===== config.mk =====
export PLATFORM = sky130hd
export DESIGN_NAME = univ_shift_register
export DESIGN_NICKNAME = d
export VERILOG_FILES = /design/src/rtl/univ_shift_register_pkg.sv /design/src/rtl/univ_shift_register.sv
export SDC_FILE = /design/constraint.sdc
export NUM_CORES = 1
export LEC_CHECK = 0
export CAP_MARGIN = 0
export CORE_MARGIN = 2
export CORE_UTILIZATION = 40
export CTS_BUF_LIST = sky130_fd_sc_hd__clkbuf_4 sky130_fd_sc_hd__clkbuf_8
export CTS_CLUSTER_SIZE = 24
export DETAILED_ROUTE_END_ITERATION = 16
export PLACE_DENSITY = 0.68
export SYNTH_ARGS = -nofsm -noshare
export SYNTH_HDL_FRONTEND = slang
export SYNTH_SLANG_ARGS = --single-unit

===== constraint.sdc =====
create_clock -name clk -period 4.9 [get_ports clk]
set_input_delay 0.735 -clock clk [delete_from_list [all_inputs] [get_ports clk]]
set_output_delay 0.735 -clock clk [all_outputs]
set_load 0.01 [all_outputs]

===== src/rtl/univ_shift_register_pkg.sv =====
// Shared types for the universal shift register: FSM state encoding and
// shift-direction constants used by the divider datapath.
package univ_shift_register_pkg;

  typedef enum logic [1:0] {
    IDLE  = 2'd0,
    SHIFT = 2'd1,
    DONE  = 2'd2
  } state_t;

  localparam logic SHL_DIR = 1'b0;
  localparam logic SHR_DIR = 1'b1;

endpackage


===== src/rtl/univ_shift_register.sv =====
// Universal shift register: clear, load, 1-bit shifts, inc/dec, and a
// multi-cycle shift-by-N engine with start/busy/done handshaking.
module univ_shift_register
  import univ_shift_register_pkg::*;
#(
  parameter int             WIDTH     = 4,
  parameter logic [WIDTH-1:0] RESET_VAL = '0,
  localparam int            CNT_W     = $clog2(WIDTH + 1)
) (
  input  logic             clk,
  input  logic             rst,
  input  logic             clr,
  input  logic             ld,
  input  logic [WIDTH-1:0] d,
  input  logic             shl,
  input  logic             shr,
  input  logic             inc,
  input  logic             dec,
  input  logic             sin,
  input  logic             start,
  input  logic [CNT_W-1:0] amt,
  input  logic             dir,
  output logic [WIDTH-1:0] q,
  output logic             cout,
  output logic             busy,
  output logic             done,
  output logic             zero
);

  state_t           state, state_n;
  logic [WIDTH-1:0] q_n;
  logic             cout_n;
  logic [CNT_W-1:0] rem, rem_n;
  logic             dir_r, dir_n;
  logic [CNT_W-1:0] amt_sat;

  assign amt_sat = (amt > CNT_W'(WIDTH)) ? CNT_W'(WIDTH) : amt;

  assign busy = (state == SHIFT);
  assign done = (state == DONE);
  assign zero = (q == '0);

  always_ff @(posedge clk) begin
    if (rst) begin
      state <= IDLE;
      q     <= RESET_VAL;
      cout  <= 1'b0;
      rem   <= '0;
      dir_r <= SHL_DIR;
    end else begin
      state <= state_n;
      q     <= q_n;
      cout  <= cout_n;
      rem   <= rem_n;
      dir_r <= dir_n;
    end
  end

  // Only IDLE accepts commands; SHIFT and DONE react to clr alone.
  always_comb begin
    state_n = state;
    q_n     = q;
    cout_n  = cout;
    rem_n   = rem;
    dir_n   = dir_r;
    case (state)
      IDLE: begin
        if (clr) begin
          q_n = RESET_VAL;
        end else if (ld) begin
          q_n = d;
        end else if (start) begin
          dir_n   = dir;
          rem_n   = amt_sat;
          state_n = (amt_sat == '0) ? DONE : SHIFT;
        end else if (shl) begin
          q_n    = {q[WIDTH-2:0], sin};
          cout_n = q[WIDTH-1];
        end else if (shr) begin
          q_n    = {sin, q[WIDTH-1:1]};
          cout_n = q[0];
        end else if (inc) begin
          q_n    = q + 1'b1;
          cout_n = (q == '1);
        end else if (dec) begin
          q_n    = q - 1'b1;
          cout_n = (q == '0);
        end
      end
      SHIFT: begin
        if (clr) begin
          q_n     = RESET_VAL;
          rem_n   = '0;
          state_n = IDLE;
        end else begin
          if (dir_r == SHL_DIR) begin
            q_n    = {q[WIDTH-2:0], sin};
            cout_n = q[WIDTH-1];
          end else begin
            q_n    = {sin, q[WIDTH-1:1]};
            cout_n = q[0];
          end
          rem_n = rem - 1'b1;
          if (rem == CNT_W'(1)) state_n = DONE;
        end
      end
      DONE: begin
        if (clr) q_n = RESET_VAL;
        state_n = IDLE;
      end
      default: state_n = IDLE;
    endcase
  end

endmodule


Yosys cells after proc, flatten, opt, wreduce, memory -nomap -nowiden
Cells that the tools add are included.

storage, ports and cells
  flip-flop bits (word level) = 11
  latch bits = 0
  RAM bits = 0
  ROM bits = 0
  bits of input ports = 18
  memories kept = 0

cells by class
  add/sub/neg operators = 3
  $mul = 0
  divide/modulo/power cells = 0
  magnitude comparators = 1
  equality and inequality tests = 14
  shift-type cells = 0
  multiplexer cells = 34
  bitwise logic cells = 2
  reduce and logical (&&, ||, !) cells = 10

operator list
  cell                 count
  $mux 4               10
  $reduce_and 4->1     4
  $mux 3               5
  $mux 2               6
  $ne 2x2->1 const B   6
  $pmux 4 s3           1
  $mux 1               9
  $ne 7x7->1 const B   1
  $pmux 3 s2           1
  $reduce_and 6->1     1
  $ne 5x5->1 const B   1
  $add 4x1->4 const B  1
  $eq 4x4->1 const B   1
  $logic_not 4->1      1
  $ne 4x4->1 const B   1
  $pmux 2 s2           1
  $sub 4x1->4 const B  1
  $eq 3x1->1 const B   1
  $gt 3x3->1 const B   1
  $logic_not 3->1      1
  $ne 3x2->1 const B   1
  $reduce_bool 3->1    1
  $sub 3x1->3 const B  1
  $eq 2x1->1 const B   1
  other kinds (5)      6

Depth between registers and ports, before layout
  depth in word-level cells = 9
  gate-level depth with buffers = 8
  gate-level depth less buffers = 7

Worst setup path before layout
OpenSTA, ideal clock, no wires.

  kind = input-to-reg
  from = input port inc
  to = register q[3]
  setup time = 0.091 ns
  data arrival time = 2.109 ns
  required time = 4.809 ns
  setup slack = 2.700 ns
  stages on the path = 7
  path buffers = 0
  path through = inv_1 -> ha_1 -> a21oi_1 -> a211oi_1 -> a31oi_1 -> or4b_1 -> a311oi_1

between the ends
  word-level cells in the longest chain between the ends = 7

RTL lines
  what                    line                       RTL
  start: declaration      univ_shift_register.sv:17  input logic inc,
  $mux 4                  univ_shift_register.sv:82  end else if (inc) begin
  $mux 4                  univ_shift_register.sv:79  end else if (shr) begin
  $mux 4                  univ_shift_register.sv:76  end else if (shl) begin
  $mux 4                  univ_shift_register.sv:72  end else if (start) begin
  $mux 4                  univ_shift_register.sv:70  end else if (ld) begin
  $mux 4                  univ_shift_register.sv:68  if (clr) begin
  $pmux 4 s3              univ_shift_register.sv:66  case (state)
  end signal: assignment  univ_shift_register.sv:52  q <= q_n;
  end: declaration        univ_shift_register.sv:23  output logic [WIDTH-1:0] q,

Parallel ways exist; a longest one is shown, timed or not. The select of a mux whose other input is x is not followed.
A chain may end at the register's enable or synchronous reset.

Final worst setup path
Ends and elaborated chain as after synthesis.

==> results.rst <==
.. list-table::
   :header-rows: 1

   * - Metric
     - Value
   * - Die Footprint
     - 2986 µm²
   * - Post-synthesis cell type count
     - 37
   * - Total internal power
     - 0.2989 mW
   * - Switching share of power
     - 0.4420
   * - Setup slack after placement
     - 1.850 ns
   * - Synthesized flop and latch total
     - 11
   * - Number of stages on the worst hold path
     - 2
   * - Placeable core region
     - 2455 µm²
   * - Hold_sp
     - cout$_SDFFE_PP0P_
   * - Detailed-route via count
     - 1019
   * - Worst hold margin
     - 0.5079 ns
   * - Power density of the placed cells
     - 418.5 nW/µm²
   * - CTS clk-pin slew, worst paths
     - 0.09 ns
   * - Yosys Warn Count
     - 0
   * - Detailed Routing Iterations Pass 1
     - 4
   * - Total Negative Setup Slacks
     - 0 ns
   * - Final antenna diode count
     - 0
   * - Unrepaired setup endpoints after global routing
     - false
   * - Switching power
     - 0.2367 mW
   * - Proportion of power drawn by flip-flops and latches
     - 0.285
   * - Post-layout total power
     - 0.5357 mW
   * - RD Place Congestion
     - 0.7491
   * - Data arrival time at the worst-slack endpoint
     - 2.93 ns
   * - Number of enable-type register cells in the synthesized netlist
     - 0
   * - Number of top-level pins
     - 26
   * - Height of the chip
     - 54.65 µm
   * - Start point of the critical path
     - inc
   * - Wire length per cell after detailed routing
     - 14.14 µm
   * - Share of the yosys chip area belonging to registers
     - 0.2146
   * - Gate Count Post-Synth
     - 132
   * - Initial core utilization
     - 0.4179
   * - Final Cell Area
     - 1280 µm²
   * - Worst reg-to-reg path cell count
     - 7
   * - CP startpoint kind
     - input port
   * - Maximum achievable frequency
     - 0.3640 GHz
   * - Source-to-sink clock delay at the later pin of the worst-skew pair
     - 0.29 ns
   * - Port-buffer cells
     - 25
   * - Largest area contributor in the synthesized netlist
     - dfxtp_1
   * - Fill count
     - 249
   * - Leakage power figure
     - 0.4619 nW
   * - Post-placement cell area
     - 1252 µm²
   * - Number of antenna violations at the first check in global routing
     - 0
   * - Mean number of vias per cell
     - 5.568
   * - CTS Hold Buffers Added
     - 0
   * - DRC
     - 0
   * - Transition time at the pin with the least slew margin
     - 0.4784 ns
   * - Num rows
     - 18
   * - Detailed Route WL
     - 2588 µm
   * - Clock Tree Root
     - clkbuf_4
   * - Final worst setup slack
     - 2.153 ns
   * - Global route overflow
     - 0
   * - Power share of the combinational group
     - 0.588
   * - Maximum number of pins on one net before global-route repair
     - 12
   * - Antenna-violating nets left
     - 0
   * - Share of synthesized registers carrying an async set or reset
     - 0
   * - Max-slew violations
     - 0
   * - Top FF cell, synth
     - dfxtp_1
   * - Maximum vdd drop
     - 0.0003044 V
   * - Worst Setup End Kind
     - flop
   * - Area growth syn-to-layout
     - 24.76%
   * - H-tree level count
     - 1
   * - Commonest cells after routing, fill and taps aside
     - clkdlybuf4s50_1 (25), nor2_1 (16), inv_1 (11), dfxtp_1 (11), a21oi_1 (10)
   * - Clk network pwr share
     - 0.127
   * - Final layout net count
     - 181
   * - Post-CTS repair timing setup buffer count
     - 0
   * - Largest cells by area after synthesis
     - dfxtp_1 (21%), ha_1 (9.8%), mux2i_1 (6.8%)
   * - Nets in the synthesized netlist
     - 159
   * - Synth Cell Area
     - 1026 µm²
   * - Die X-Extent
     - 54.65 µm
   * - DP HPWL
     - 1996 µm
   * - Final critical path time including I/O delays and setup
     - 2.747 ns
   * - Launching point of the worst reg2reg path
     - q[0]$_SDFFE_PP0P_
   * - Count of max-cap constraint violations
     - 0
   * - Commonest non-fill, non-tap cell in the layout
     - clkdlybuf4s50_1
   * - Via count of the first global-routing pass
     - 892
   * - Synth top area share
     - 0.2146
   * - Setup-violating endpoint count in the final report
     - 0
   * - Portion of the clock cycle consumed by the worst path in the final layout
     - 0.5607
   * - Hold crit path type
     - reg -> reg
   * - Total of cells resized after clock tree synthesis
     - 0
   * - First-pass GRT wire length
     - 4174 µm
   * - Worst setup skew after layout
     - 0.01602 ns
   * - Syn avg cell area
     - 7.773 µm²
   * - Worst max-slew margin expressed relative to the limit
     - 0.6786
   * - Share of layout cells above drive strength 1
     - 0.03268
   * - Clock tree sinks
     - 11
   * - Status
     - completed
   * - Detailed Route Iter0 Violations
     - 6
   * - Critical path data required time
     - 5.08 ns
   * - Max Root-Sink Buffers
     - 2
   * - Overall track demand over capacity in global routing
     - 0.1958
   * - TritonCTS clock tree
     - built
   * - Kind of critical path
     - in -> reg
   * - Worst-path fanout max
     - 5
   * - Clock buffers created by TritonCTS
     - 3
   * - Final count of hold timing violations
     - 0
-- power groups by stage --
stage	clock network, mW	logic (mW)	registers [mW]
floorplan	0	0.225	0.141
global placement	0	0.305	0.153
detailed placement	0	0.311	0.155
CTS	0.0704	0.316	0.153
global route	0.0714	0.351	0.159
finish	0.0683	0.315	0.153
-- cell usage after synthesis, types with 2 or more instances --
master	count
mux2i_1	7
a22oi_1	2
dfxtp_1	11
clkbuf_1	3
nand2_1	6
nor2b_1	8
buf_6	4
nor2_1	16
a31oi_1	3
nand3_1	2
a21oi_1	10
inv_1	11
xor2_1	2
ha_1	8
a211oi_1	9
o21ai_0	5
nand2b_1	2
or3_1	2
nor3_1	3
-- cell families (layout without fill, tap and decap cells) --
group | after synthesis | in the layout | synth area share
AND/OR/NAND/NOR | 45 | 45 | 0.2281
adder cells (fa/ha/maj) | 9 | 9 | 0.1171
XOR/XNOR | 2 | 2 | 0.01708
multiplexers | 7 | 7 | 0.06830
buffers and inverters | 19 | 40 | 0.09999
flip-flops | 11 | 11 | 0.2146
AO/OA/AOI/OAI | 39 | 39 | 0.2549
-- sequential cells by signal (all words and copies together) (netlist names) --
signal,cells
rem,3
state,2
dir_r,1
q,4
cout,1
-- metrics by stage --
stage | utilization | std cells
after global routing | 0.5214 | 183
after CTS | 0.5214 | 183
after detailed placement | 0.5102 | 179
final | 0.5214 | 183
after global placement | 0.5102 | 179
after floorplan | - | 132
-- metal layers --
| layer | up-vias | track usage | part of all wire |
|---|---|---|---|
| met3 | 5 | 0.01913 | 0.043 |
| met5 | - | 0 | 0 |
| met2 | 25 | 0.3234 | 0.47 |
| met4 | 0 | 0.08750 | 0.020 |
| met1 | 468 | 0.2545 | 0.47 |
| li1 | 521 | - | - |
-- critical path, stage by stage --
cell and delay [ns]:
clkdlybuf4s50_1 0.59, inv_1 0.10, ha_1 0.35, a21oi_1 0.19, a211oi_1 0.10, a31oi_1 0.16, or4b_1 0.44, a311oi_1 0.27
-- layout make-up --
cell class / instances / area [µm²] / share of cell area
flip-flops and latches: 11 / 220.2 / 0.1720
clock inverters: 1 / 5.005 / 0.003910
inverters: 11 / 41.29 / 0.03226
multi-input cells: 102 / 703.2 / 0.5494
well taps: 30 / 37.54 / 0.02933
clock buffers: 3 / 22.52 / 0.01760
repair buffers: 25 / 250.2 / 0.1955
-- final timing paths --
check | to | slack (ns)
setup / recovery | q[3]$_SDFFE_PP0P_ | 2.15
hold / removal | cout$_SDFFE_PP0P_ | 0.51
setup reg to reg | q[1]$_SDFFE_PP0P_ | 2.72
hold reg to reg | cout$_SDFFE_PP0P_ | 0.51
No activity file was read; power rests on OpenSTA's default activity.
